==> src/rtl/pipeline_hazard_ctrl.sv <==
// Pipeline hazard controller: stall/flush steering for load-use, branch, mul/div and memory waits.
// Latency: stall/flush outputs are combinational from state and inputs; counters and flags update on the next edge.
// Backpressure: memory-not-ready and outstanding mul/div hold the front of the pipe; nothing upstream is dropped.
module pipeline_hazard_ctrl #(
  parameter int MD_TIMEOUT = 64,
  parameter int CNT_W      = 16
) (
  input  logic             clk,
  input  logic             reset,
  input  logic [4:0]       Rs_D,
  input  logic [4:0]       Rt_D,
  input  logic [4:0]       Rt_E,
  input  logic             MemRead_E,
  input  logic             BranchTaken_E,
  input  logic             MulDivStart_E,
  input  logic             MulDivDone,
  input  logic             MemReq_M,
  input  logic             MemReady,
  output logic             Stall_F,
  output logic             Stall_D,
  output logic             Stall_E,
  output logic             Stall_M,
  output logic             Flush_D,
  output logic             Flush_E,
  output logic             Flush_M,
  output logic             Flush_W,
  output logic [CNT_W-1:0] StallCount,
  output logic             MdTimeout
);

  // Timeout counter only needs to hold 0 .. MD_TIMEOUT-1.
  localparam int TO_W = (MD_TIMEOUT > 1) ? $clog2(MD_TIMEOUT) : 1;
  localparam logic [TO_W-1:0] TO_LAST = TO_W'(MD_TIMEOUT - 1);

  typedef enum logic [1:0] {
    RUN     = 2'd0,
    MDWAIT  = 2'd1,
    MEMWAIT = 2'd2
  } state_t;

  state_t           state_q, state_d;
  logic [TO_W-1:0]  to_q, to_d;
  logic [CNT_W-1:0] cnt_q, cnt_d;
  logic             mdto_q, mdto_d;

  logic stall_f, stall_d, stall_e, stall_m;
  logic flush_d, flush_e, flush_m, flush_w;
  logic lu;

  // Load in E whose destination feeds a decode source; r0 never creates a dependency.
  assign lu = MemRead_E && (Rt_E != 5'd0) && ((Rt_E == Rs_D) || (Rt_E == Rt_D));

  // Next-state and raw stall/flush decode; priority in RUN is memory wait, branch, mul/div, load-use.
  always_comb begin
    state_d = state_q;
    to_d    = to_q;
    mdto_d  = mdto_q;
    stall_f = 1'b0;
    stall_d = 1'b0;
    stall_e = 1'b0;
    stall_m = 1'b0;
    flush_d = 1'b0;
    flush_e = 1'b0;
    flush_m = 1'b0;
    flush_w = 1'b0;
    case (state_q)
      RUN: begin
        if (MemReq_M && !MemReady) begin
          stall_f = 1'b1;
          stall_d = 1'b1;
          stall_e = 1'b1;
          stall_m = 1'b1;
          flush_w = 1'b1;
          state_d = MEMWAIT;
        end else if (BranchTaken_E) begin
          flush_d = 1'b1;
          flush_e = 1'b1;
        end else if (MulDivStart_E) begin
          to_d    = '0;
          state_d = MDWAIT;
        end else if (lu) begin
          stall_f = 1'b1;
          stall_d = 1'b1;
          flush_e = 1'b1;
        end
      end
      MDWAIT: begin
        // M holds a bubble here, so the memory handshake is not looked at.
        if (MulDivDone) begin
          state_d = RUN;
        end else begin
          stall_f = 1'b1;
          stall_d = 1'b1;
          stall_e = 1'b1;
          flush_m = 1'b1;
          to_d    = to_q + 1'b1;
          if (to_q == TO_LAST) begin
            mdto_d  = 1'b1;
            state_d = RUN;
          end
        end
      end
      MEMWAIT: begin
        // E is frozen, so branch/mul-div requests are seen again once back in RUN.
        if (MemReady) begin
          state_d = RUN;
        end else begin
          stall_f = 1'b1;
          stall_d = 1'b1;
          stall_e = 1'b1;
          stall_m = 1'b1;
          flush_w = 1'b1;
        end
      end
      default: state_d = RUN;
    endcase
  end

  // Outputs are forced quiet while reset is held, regardless of what the inputs request.
  assign Stall_F = reset & stall_f;
  assign Stall_D = reset & stall_d;
  assign Stall_E = reset & stall_e;
  assign Stall_M = reset & stall_m;
  assign Flush_D = reset & flush_d;
  assign Flush_E = reset & flush_e;
  assign Flush_M = reset & flush_m;
  assign Flush_W = reset & flush_w;

  // Saturating stall-cycle counter keyed off the fetch stall.
  always_comb begin
    cnt_d = cnt_q;
    if (Stall_F && (cnt_q != {CNT_W{1'b1}})) begin
      cnt_d = cnt_q + 1'b1;
    end
  end

  // State, timeout counter, stall counter and sticky timeout flag.
  always_ff @(posedge clk or negedge reset) begin
    if (!reset) begin
      state_q <= RUN;
      to_q    <= '0;
      cnt_q   <= '0;
      mdto_q  <= 1'b0;
    end else begin
      state_q <= state_d;
      to_q    <= to_d;
      cnt_q   <= cnt_d;
      mdto_q  <= mdto_d;
    end
  end

  assign StallCount = cnt_q;
  assign MdTimeout  = mdto_q;

endmodule
==> config.mk <==
export PLATFORM = sky130hd
export DESIGN_NAME = pipeline_hazard_ctrl
export DESIGN_NICKNAME = d
export VERILOG_FILES = /design/src/rtl/pipeline_hazard_ctrl.sv
export SDC_FILE = /design/constraint.sdc
export NUM_CORES = 1
export LEC_CHECK = 0
export CELL_PAD_IN_SITES_DETAIL_PLACEMENT = 1
export CELL_PAD_IN_SITES_GLOBAL_PLACEMENT = 1
export CORE_ASPECT_RATIO = 1.2
export CORE_MARGIN = 5
export CORE_UTILIZATION = 34
export DETAILED_ROUTE_END_ITERATION = 8
export GPL_ROUTABILITY_DRIVEN = 0
export HOLD_SLACK_MARGIN = 0.15
export PLACE_DENSITY = 0.87
export SYNTH_ARGS = -nofsm -noshare
export SYNTH_HDL_FRONTEND = slang
export SYNTH_SLANG_ARGS = --single-unit
==> constraint.sdc <==
create_clock -name clk -period 2.4 [get_ports clk]
set_input_delay 0.48 -clock clk [delete_from_list [all_inputs] [get_ports clk]]
set_output_delay 0.48 -clock clk [all_outputs]
set_load 0.01 [all_outputs]
### Word level (Yosys, flattened, before mapping)

Cells that the tools add are included.

* logic and storage cells: 68
* register bits: 25
* output and inout bits: 25

* muxes and demuxes: 29
* bitwise operators: 7
* eq/ne operators: 14
* reductions and logical operators: 12
* add/sub/neg operators: 2

Operators by type and width (number)
* 6-bit two-way mux: 4
* 16-bit by 1-bit adder with 16-bit output, second input constant: 1
* 16-bit inequality test, second input constant: 1
* 1-bit two-way mux: 14
* 2-bit two-way mux: 6
* 6-bit one-hot mux with 2 select lines: 1
* 5-bit == test: 2
* 2-bit inequality test, second input constant: 5
* 3-bit inequality test, second input constant: 3
* 6-bit by 1-bit adder with 6-bit output, second input constant: 1
* 1-bit bitwise AND: 6
* 6-bit == test, second input constant: 1
* 1-bit one-hot mux with 3 select lines: 2
* 2-bit one-hot mux with 3 select lines: 1
* 5-bit AND reduction: 1
* 5-bit nonzero test: 1
* 1-bit logical AND: 4
* 4-bit AND reduction: 1
* 3-bit AND reduction: 1
* 2-bit by 1-bit == test with 1-bit output, second input constant: 1
* 2-bit == test, second input constant: 1
* 2-bit zero test: 1
* 1-bit one-hot mux with 2 select lines: 1
* 2-bit nonzero test: 1
* other kinds (3): 3

### Longest topological paths before layout

Gate-level depths: netlist of the first run.

* word-level depth: 10
* mapped depth: 7
* depth with buffers taken out: 6

### Worst setup path before layout of the first run

OpenSTA, ideal clock, no wires.

* path type: input-to-output
* start: input Rt_E[1]
* end: output Stall_F
* cell stages on the path: 5
* path slack: 286 ps
* data required time: 1920 ps
* arrival: 1634 ps
* path buffers: 2
* path through: or4_1 o21ai_1 o31ai_4 buf_6 buf_4

* word-level cells in the longest chain between the ends: 9

RTL lines
* start, declared: RTL line 12 `input logic [4:0] Rt_E,`
* 5-bit == test or 5-bit nonzero test (tied branches): RTL line 51 `assign lu = MemRead_E && (Rt_E != 5'd0) && ((Rt_E == Rs_D) || (Rt_E == Rt_D));`
* 1-bit logical OR or 1-bit logical AND (tied branches): RTL line 51
* 1-bit logical AND (*): RTL line 51
* 1-bit two-way mux (*) (4 in a row)
* 1-bit one-hot mux with 3 select lines (*)
* 1-bit bitwise AND (*)
* end, declared: RTL line 19 `output logic Stall_F,`

Mark *: on every way between the ends. The rest lies on a longest branch, timed or not.

### Worst setup path in the final report of the first run

* start: input Rt_D[1]
* end: output Flush_E

* word-level cells in the longest chain between the ends: 9

RTL lines
* start, declared: RTL line 11 `input logic [4:0] Rt_D,`
* 5-bit == test: RTL line 51
* 1-bit logical OR: RTL line 51
* 1-bit logical AND: RTL line 51
* 1-bit two-way mux: RTL line 81 `end else if (lu) begin`
* 1-bit two-way mux: RTL line 78 `end else if (MulDivStart_E) begin`
* 1-bit two-way mux: RTL line 75 `end else if (BranchTaken_E) begin`
* 1-bit two-way mux: RTL line 68 `if (MemReq_M && !MemReady) begin`
* 1-bit two-way mux: RTL line 66 `case (state_q)`
* 1-bit bitwise AND: RTL line 125 `assign Flush_E = reset & flush_e;`
* end, declared: RTL line 24 `output logic Flush_E,`

Every way passes these cells.

==> qor.yml, run 1 <==
slew_headroom_pct: 75.2
io_buffers: 47
root_buffer: "clkbuf_8"
tightest_slew_ns: 0.371
p_int_mw: 0.843
vias: 1311
period_minus_slack_ns: 2.32
drive_above_1_share_pct: 16.0
grt_max_degree: 16
setup_viol: 0
final_cell_mix: "clkdlybuf4s50_1, dfrtp_1, xor2_1, xnor2_1, buf_4"
cap_viol_max_count: 0
final_core_util_pct: 52.7
boundaryPins: 48
synth.yosys.warnings: 0
cts_max_level: 1
cts_max_path_buffers: 2
worst-setup-path-type: "in -> out"
fmaxAchievable_mhz: 430
synth-main-ff-cell: "dfrtp_1"
wl_um: 3910
insertion_delay_ns: 0.27
placed_cell_area_mm2: 0.00203
synth.avg_cell_area_um2: 9.88
antenna_found_initial: 0
rows: 25
combPwrFrac_pct: 34.1
power_leakage_nw: 0.965
cts_tree: "yes"
grt.overflow.total: 0
n_fill_cell: 503
ir_worst_vdd_uv: 275
grt_pass1_wl_um: 6580
skew_ns: 0.00218
crit_required_ns: 1.92
worstPathMaxFanout: 2
powerDensity_mw_per_mm2: 605
design.core.area_mm2: 0.00400
drt.antenna.violating_nets: 0
fin_crit_sh_pct: 96.8
arrival_ns: 1.84
stdcell_area_mm2: 0.00211
critical_path.endpoint_type: "output pin"
grt_pass1_vias: 1449
p_switching_mw: 0.433
crit_start: "Rt_D[1]"
dp_hpwl_um: 3090
dp_slack_ns: -0.516
cts_buffers: 3
clock_sinks: 25
fp.dieH_um: 81.1
worstSetupStartpointType: "input pin"
synth-seq-cells: 25
switching_share_pct: 33.9
syn_area_mm2: 0.00143
worstPathCellList: "clkdlybuf4s50_1, xor2_1, nor3_2, a22oi_2, o21ai_1, and3_1, buf_2"
viasPerCell: 5.04
start_util_pct: 35.8
die_w_um: 69.3
worstReg2RegStart: "StallCount[7]"
antenna_cells: 0
hp-class: "reg -> reg"
setup_slack_ns: 0.0769
synth-seq-area-share_pct: 43.7
synth_nets: 170
layout_commonest_cell: "clkdlybuf4s50_1"
cp_slowest_cell: "clkdlybuf4s50_1"
hold-worst-slack_ns: 0.479
outcome: "finished, final reports clean"
drv_slew: 0
drtIter0Drc: 47
fin_nets: 232
path_clk_slew_ns: 0.09
dr.pass1.iters: 4
grt_usage_pct: 14.5
synth-async-reset-ratio_pct: 100
hold_path.startpoint: "MdTimeout"
drc: 0
dieArea_mm2: 0.00562
postSynthCellCount: 145
synthDistinctLibCells: 34
area_delta_synth_final_pct: 47.2
critPathMaxStageDelay_ns: 0.48
wl_per_cell_um: 15.1
hold_viol_final: 0
synth-edff-count: 0
pwr-share-clk_pct: 20.3
power_mw: 1.28
seq_power_share_pct: 45.7
[final timing paths]
path / endpoint / cells past startpoint / slack, ns
worst max register to register: StallCount[15] / 7 / 0.48
worst max-delay path: Flush_E / 7 / 0.08
min in group asynchronous: state_q[1] / 3 / 0.71
worst min-delay path: MdTimeout / 1 / 0.48
worst min register to register: MdTimeout / 1 / 0.48
max in group asynchronous: StallCount[13] / 3 / 1.52
[critical path: cells and delay by family]
kind	cells	cell delay, ns
xor gates and xnor gates	1	0.18
and+or+nand+nor	2	0.26
AOI/OAI and AO/OA	2	0.31
buffers and inverters	2	0.62
[flip-flops by register name (all words and copies together), names as in the netlist]
| name | count |
|---|---|
| StallCount | 16 |
| to_q | 6 |
| state_q | 2 |
| MdTimeout | 1 |
[cells in the mapped netlist, drive strengths merged (2+ instances only)]
library cell  number  area (um2)
a21oi              3        18.8
a22oi              2        15.0
and2               3        18.8
and3              13        81.3
buf                4        31.3
dfrtp             25         626
ha                 2        25.0
inv                5        18.8
nand2              3        13.8
nand2b             3        18.8
nand3             12        60.1
nand4              9        56.3
nor2              13        48.8
nor2b              3        18.8
nor3               3        20.0
o21ai              4        20.0
xnor2             14         123
xor2              14         123
[timing repair]
item / in CTS / in global routing
buffers inserted: 2 / 0
setup endpoints to repair: 8 / 4
hold buffers: 0 / 0
pin swaps: 5 / 1
resized for setup: 30 / 3
[metal layers]
metal  GRT usage [%]  vias to the layer above  wire length (um)
li1                -                      626                 -
met1            15.4                      636              1500
met2            27.8                       41              2120
met3            3.22                        8               227
met4            5.66                        0                63
met5               0                        -                 0
[power by group through the flow]
stage	logic, mW	registers [mW]	clock network, mW
finish	0.435	0.583	0.259
global route	0.490	0.594	0.287
CTS	0.437	0.582	0.266
detailed placement	0.432	0.586	0
global placement	0.418	0.583	0
floorplan	0.199	0.583	0
[per-stage QoR]
stage | instances | TNS [ns]
final | 260 | 0
after global routing | 260 | -0.0000946
after CTS | 260 | 0
after detailed placement | 254 | -3.47
after global placement | 254 | -1.95
after floorplan | 145 | 0
[area by class of cell]
| cell class | count | area [um2] | share of cell area [%] |
|---|---|---|---|
| Multi-Input combinational cell | 111 | 797 | 37.8 |
| Sequential cell | 25 | 626 | 29.7 |
| Timing Repair Buffer | 61 | 551 | 26.1 |
| Tap cell | 54 | 67.6 | 3.20 |
| Clock buffer | 3 | 41.3 | 1.96 |
| Inverter | 5 | 18.8 | 0.890 |
| Clock inverter | 1 | 7.51 | 0.356 |
[kinds of logic after synthesis]
kind of cell             count (synthesis)  synth area share [%]
flip-flops                              25                  43.7
AND/OR/NAND/NOR                         66                  25.6
adder cells (fa/ha/maj)                  2                  1.75
XOR/XNOR                                28                  17.1
multiplexers                             2                  1.48
AO/OA/AOI/OAI                           13                  6.90
buffers and inverters                    9                  3.49
No activity file was read; power rests on OpenSTA's default activity.
==> run 2: changes to the inputs <==
--- a/config.mk
+++ b/config.mk
@@ -5,15 +5,17 @@
 export SDC_FILE = /design/constraint.sdc
 export NUM_CORES = 1
 export LEC_CHECK = 0
+export CAP_MARGIN = 20
 export CELL_PAD_IN_SITES_DETAIL_PLACEMENT = 1
 export CELL_PAD_IN_SITES_GLOBAL_PLACEMENT = 1
 export CORE_ASPECT_RATIO = 1.2
-export CORE_MARGIN = 5
+export CORE_MARGIN = 8
 export CORE_UTILIZATION = 34
 export DETAILED_ROUTE_END_ITERATION = 8
 export GPL_ROUTABILITY_DRIVEN = 0
 export HOLD_SLACK_MARGIN = 0.15
 export PLACE_DENSITY = 0.87
+export SKIP_LAST_GASP = 1
 export SYNTH_ARGS = -nofsm -noshare
 export SYNTH_HDL_FRONTEND = slang
 export SYNTH_SLANG_ARGS = --single-unit
==> run 2 against run 1 <==
  * Power fell by 0.43%
  * Maximum frequency fell by 1.6%
  * Die area rose by 17%
  * Clock skew rose by 0.0026 ns
  * Critical path depth did not move
  * Critical path type unchanged
  * Final cell count rose by 1.5%
  * Global-route usage fell by 0.91 points
  * Sequential power barely moved
  * Core utilization fell by 1.7 points
  * Register-to-register slack barely moved
  * Non-clock buffer count rose by 2
  * Count of clock-buffer cells in the layout rose by 1
==> qor.yml, run 2 (same netlist as run 1, synthesis figures left out) <==
worstPathMaxFanout: 2
dr.pass1.iters: 4
power_leakage_nw: 0.992
hp-class: "reg -> reg"
stdcell_area_mm2: 0.00212
critPathMaxStageDelay_ns: 0.47
grt_max_degree: 16
tightest_slew_ns: 0.361
worst-setup-path-type: "in -> out"
crit_required_ns: 1.92
io_buffers: 47
boundaryPins: 48
p_int_mw: 0.848
ir_worst_vdd_uv: 196
worstSetupStartpointType: "input pin"
drive_above_1_share_pct: 15.9
rsz0062_at_grt: "yes"
period_minus_slack_ns: 2.36
cts_buffers: 3
final_core_util_pct: 50.9
fin_tns_setup_ns: 0
grt_pass1_vias: 1479
rows: 26
wl_per_cell_um: 15.5
dieArea_mm2: 0.00656
path_delay_family: "buffers and inverters"
grt_pass1_wl_um: 6920
final_cell_mix: "clkdlybuf4s50_1, dfrtp_1, buf_4, xor2_1, xnor2_1"
die_w_um: 75.3
switching_share_pct: 33.3
viasPerCell: 4.95
wl_um: 4100
worstPathCellList: "clkdlybuf4s50_1, xor2_1, nor3_2, a22oi_2, o21ai_1, and3_1, clkbuf_2"
fmaxAchievable_mhz: 423
cp_slowest_cell: "clkdlybuf4s50_1"
drtIter0Drc: 29
design.core.area_mm2: 0.00416
p_switching_mw: 0.423
arrival_ns: 1.88
area_delta_synth_final_pct: 48.0
drc: 0
postCtsHoldBufs: 0
hold-worst-slack_ns: 0.475
insertion_delay_ns: 0.26
cts_max_level: 1
largest_reg_flops: 16
path_buf_inv: 2
dp_hpwl_um: 3260
drv_slew: 0
r2r_slack_ns: 0.49
antenna_cells: 0
grt_usage_pct: 13.6
clock_sinks: 25
root_buffer: "clkbuf_8"
slew_headroom_pct: 75.8
grt.overflow.total: 0
start_util_pct: 34.4
cts_tree: "yes"
layout_commonest_cell: "clkdlybuf4s50_1"
pwr-share-clk_pct: 19.7
powerDensity_mw_per_mm2: 599
skew_ns: 0.00477
antenna_found_initial: 0
placed_cell_area_mm2: 0.00203
outcome: "finished, final reports clean"
cap_viol_max_count: 0
critical_path.endpoint_type: "output pin"
cts_max_path_buffers: 2
combPwrFrac_pct: 34.5
fin_crit_sh_pct: 98.4
path_clk_slew_ns: 0.09
seq_power_share_pct: 45.8
fp.dieH_um: 87.1
drt.antenna.violating_nets: 0
fin_nets: 234
hold_viol_final: 0
setup_viol: 0
vias: 1306
run 2: cell count changes in the layout (fill, tap and decap cells not counted), sizes merged:
| cell | previous run | this run |
|---|---|---|
| dlymetal6s2s | 1 | 2 |
| clkinvlp | 1 | 0 |
| clkdlybuf4s50 | 33 | 34 |
| dlygate4sd2 | 10 | 8 |
| buf | 17 | 18 |
| clkbuf | 3 | 5 |
run 2: layer usage:
metal	vias to the layer above	global-route usage (%)	part of all wire [%]
met4	0	4.20	1.3
met5	-	0	0
met3	4	3.23	7.2
met2	42	24.9	53
met1	630	14.5	39
li1	630	-	-
run 2: worst reg2reg max path: stages (launching register included):
cell and delay (ns):
dfrtp_1 0.48, o21a_1 0.23, buf_4 0.14, o21ai_2 0.20, o31ai_4 0.12, buf_4 0.21, nand2_2 0.09, mux2_1 0.33
run 2: power groups by stage:
stage / combinational [mW] / clock (mW) / sequential [mW]
after detailed placement: 0.434 / 0 / 0.586
after global placement: 0.419 / 0 / 0.584
after floorplan: 0.199 / 0 / 0.583
final: 0.438 / 0.251 / 0.582
after global routing: 0.485 / 0.277 / 0.601
after CTS: 0.449 / 0.255 / 0.583
run 2: repair_timing:
action | CTS | global route
setup endpoints to repair | 8 | 6
setup buffers | 4 | 0
gates resized for setup | 22 | 8
endpoints found under the hold margin | 0 | 0
pin swaps | 2 | 2
run 2: path summary, 6_finish.rpt:
path / startpoint / to / cells after the start
max: Rt_D[0] / Flush_E / 7
min in group asynchronous: reset / StallCount[4] / 2
max reg2reg: state_q[1] / StallCount[1] / 7
max in group asynchronous: reset / to_q[1] / 3
min reg2reg: MdTimeout / MdTimeout / 1
min: MdTimeout / MdTimeout / 1
run 2: final cells by class:
| class | count | area (um2) |
|---|---|---|
| Fill cell | 522 | 2040 |
| Multi-Input combinational cell | 111 | 787 |
| Sequential cell | 25 | 626 |
| Timing Repair Buffer | 63 | 574 |
| Tap cell | 56 | 70.1 |
| Clock buffer | 4 | 45.0 |
| Inverter | 5 | 18.8 |
run 2: stage by stage:
step	total power [mW]	instances	worst slack (ns)
detailed placement	1.02	256	-0.510
floorplan	0.782	145	0.286
CTS	1.29	264	-0.110
finish	1.27	264	0.0387
global route	1.36	264	-0.0371
global placement	1.00	256	-0.462
==> run 3: changes to the inputs <==
--- a/config.mk
+++ b/config.mk
@@ -11,6 +11,7 @@
 export CORE_ASPECT_RATIO = 1.2
 export CORE_MARGIN = 8
 export CORE_UTILIZATION = 34
+export CTS_CLUSTER_DIAMETER = 100
 export DETAILED_ROUTE_END_ITERATION = 8
 export GPL_ROUTABILITY_DRIVEN = 0
 export HOLD_SLACK_MARGIN = 0.15
==> results of run 3 <==
No change in the layout: final DEF, timing and power equal those of run 2.
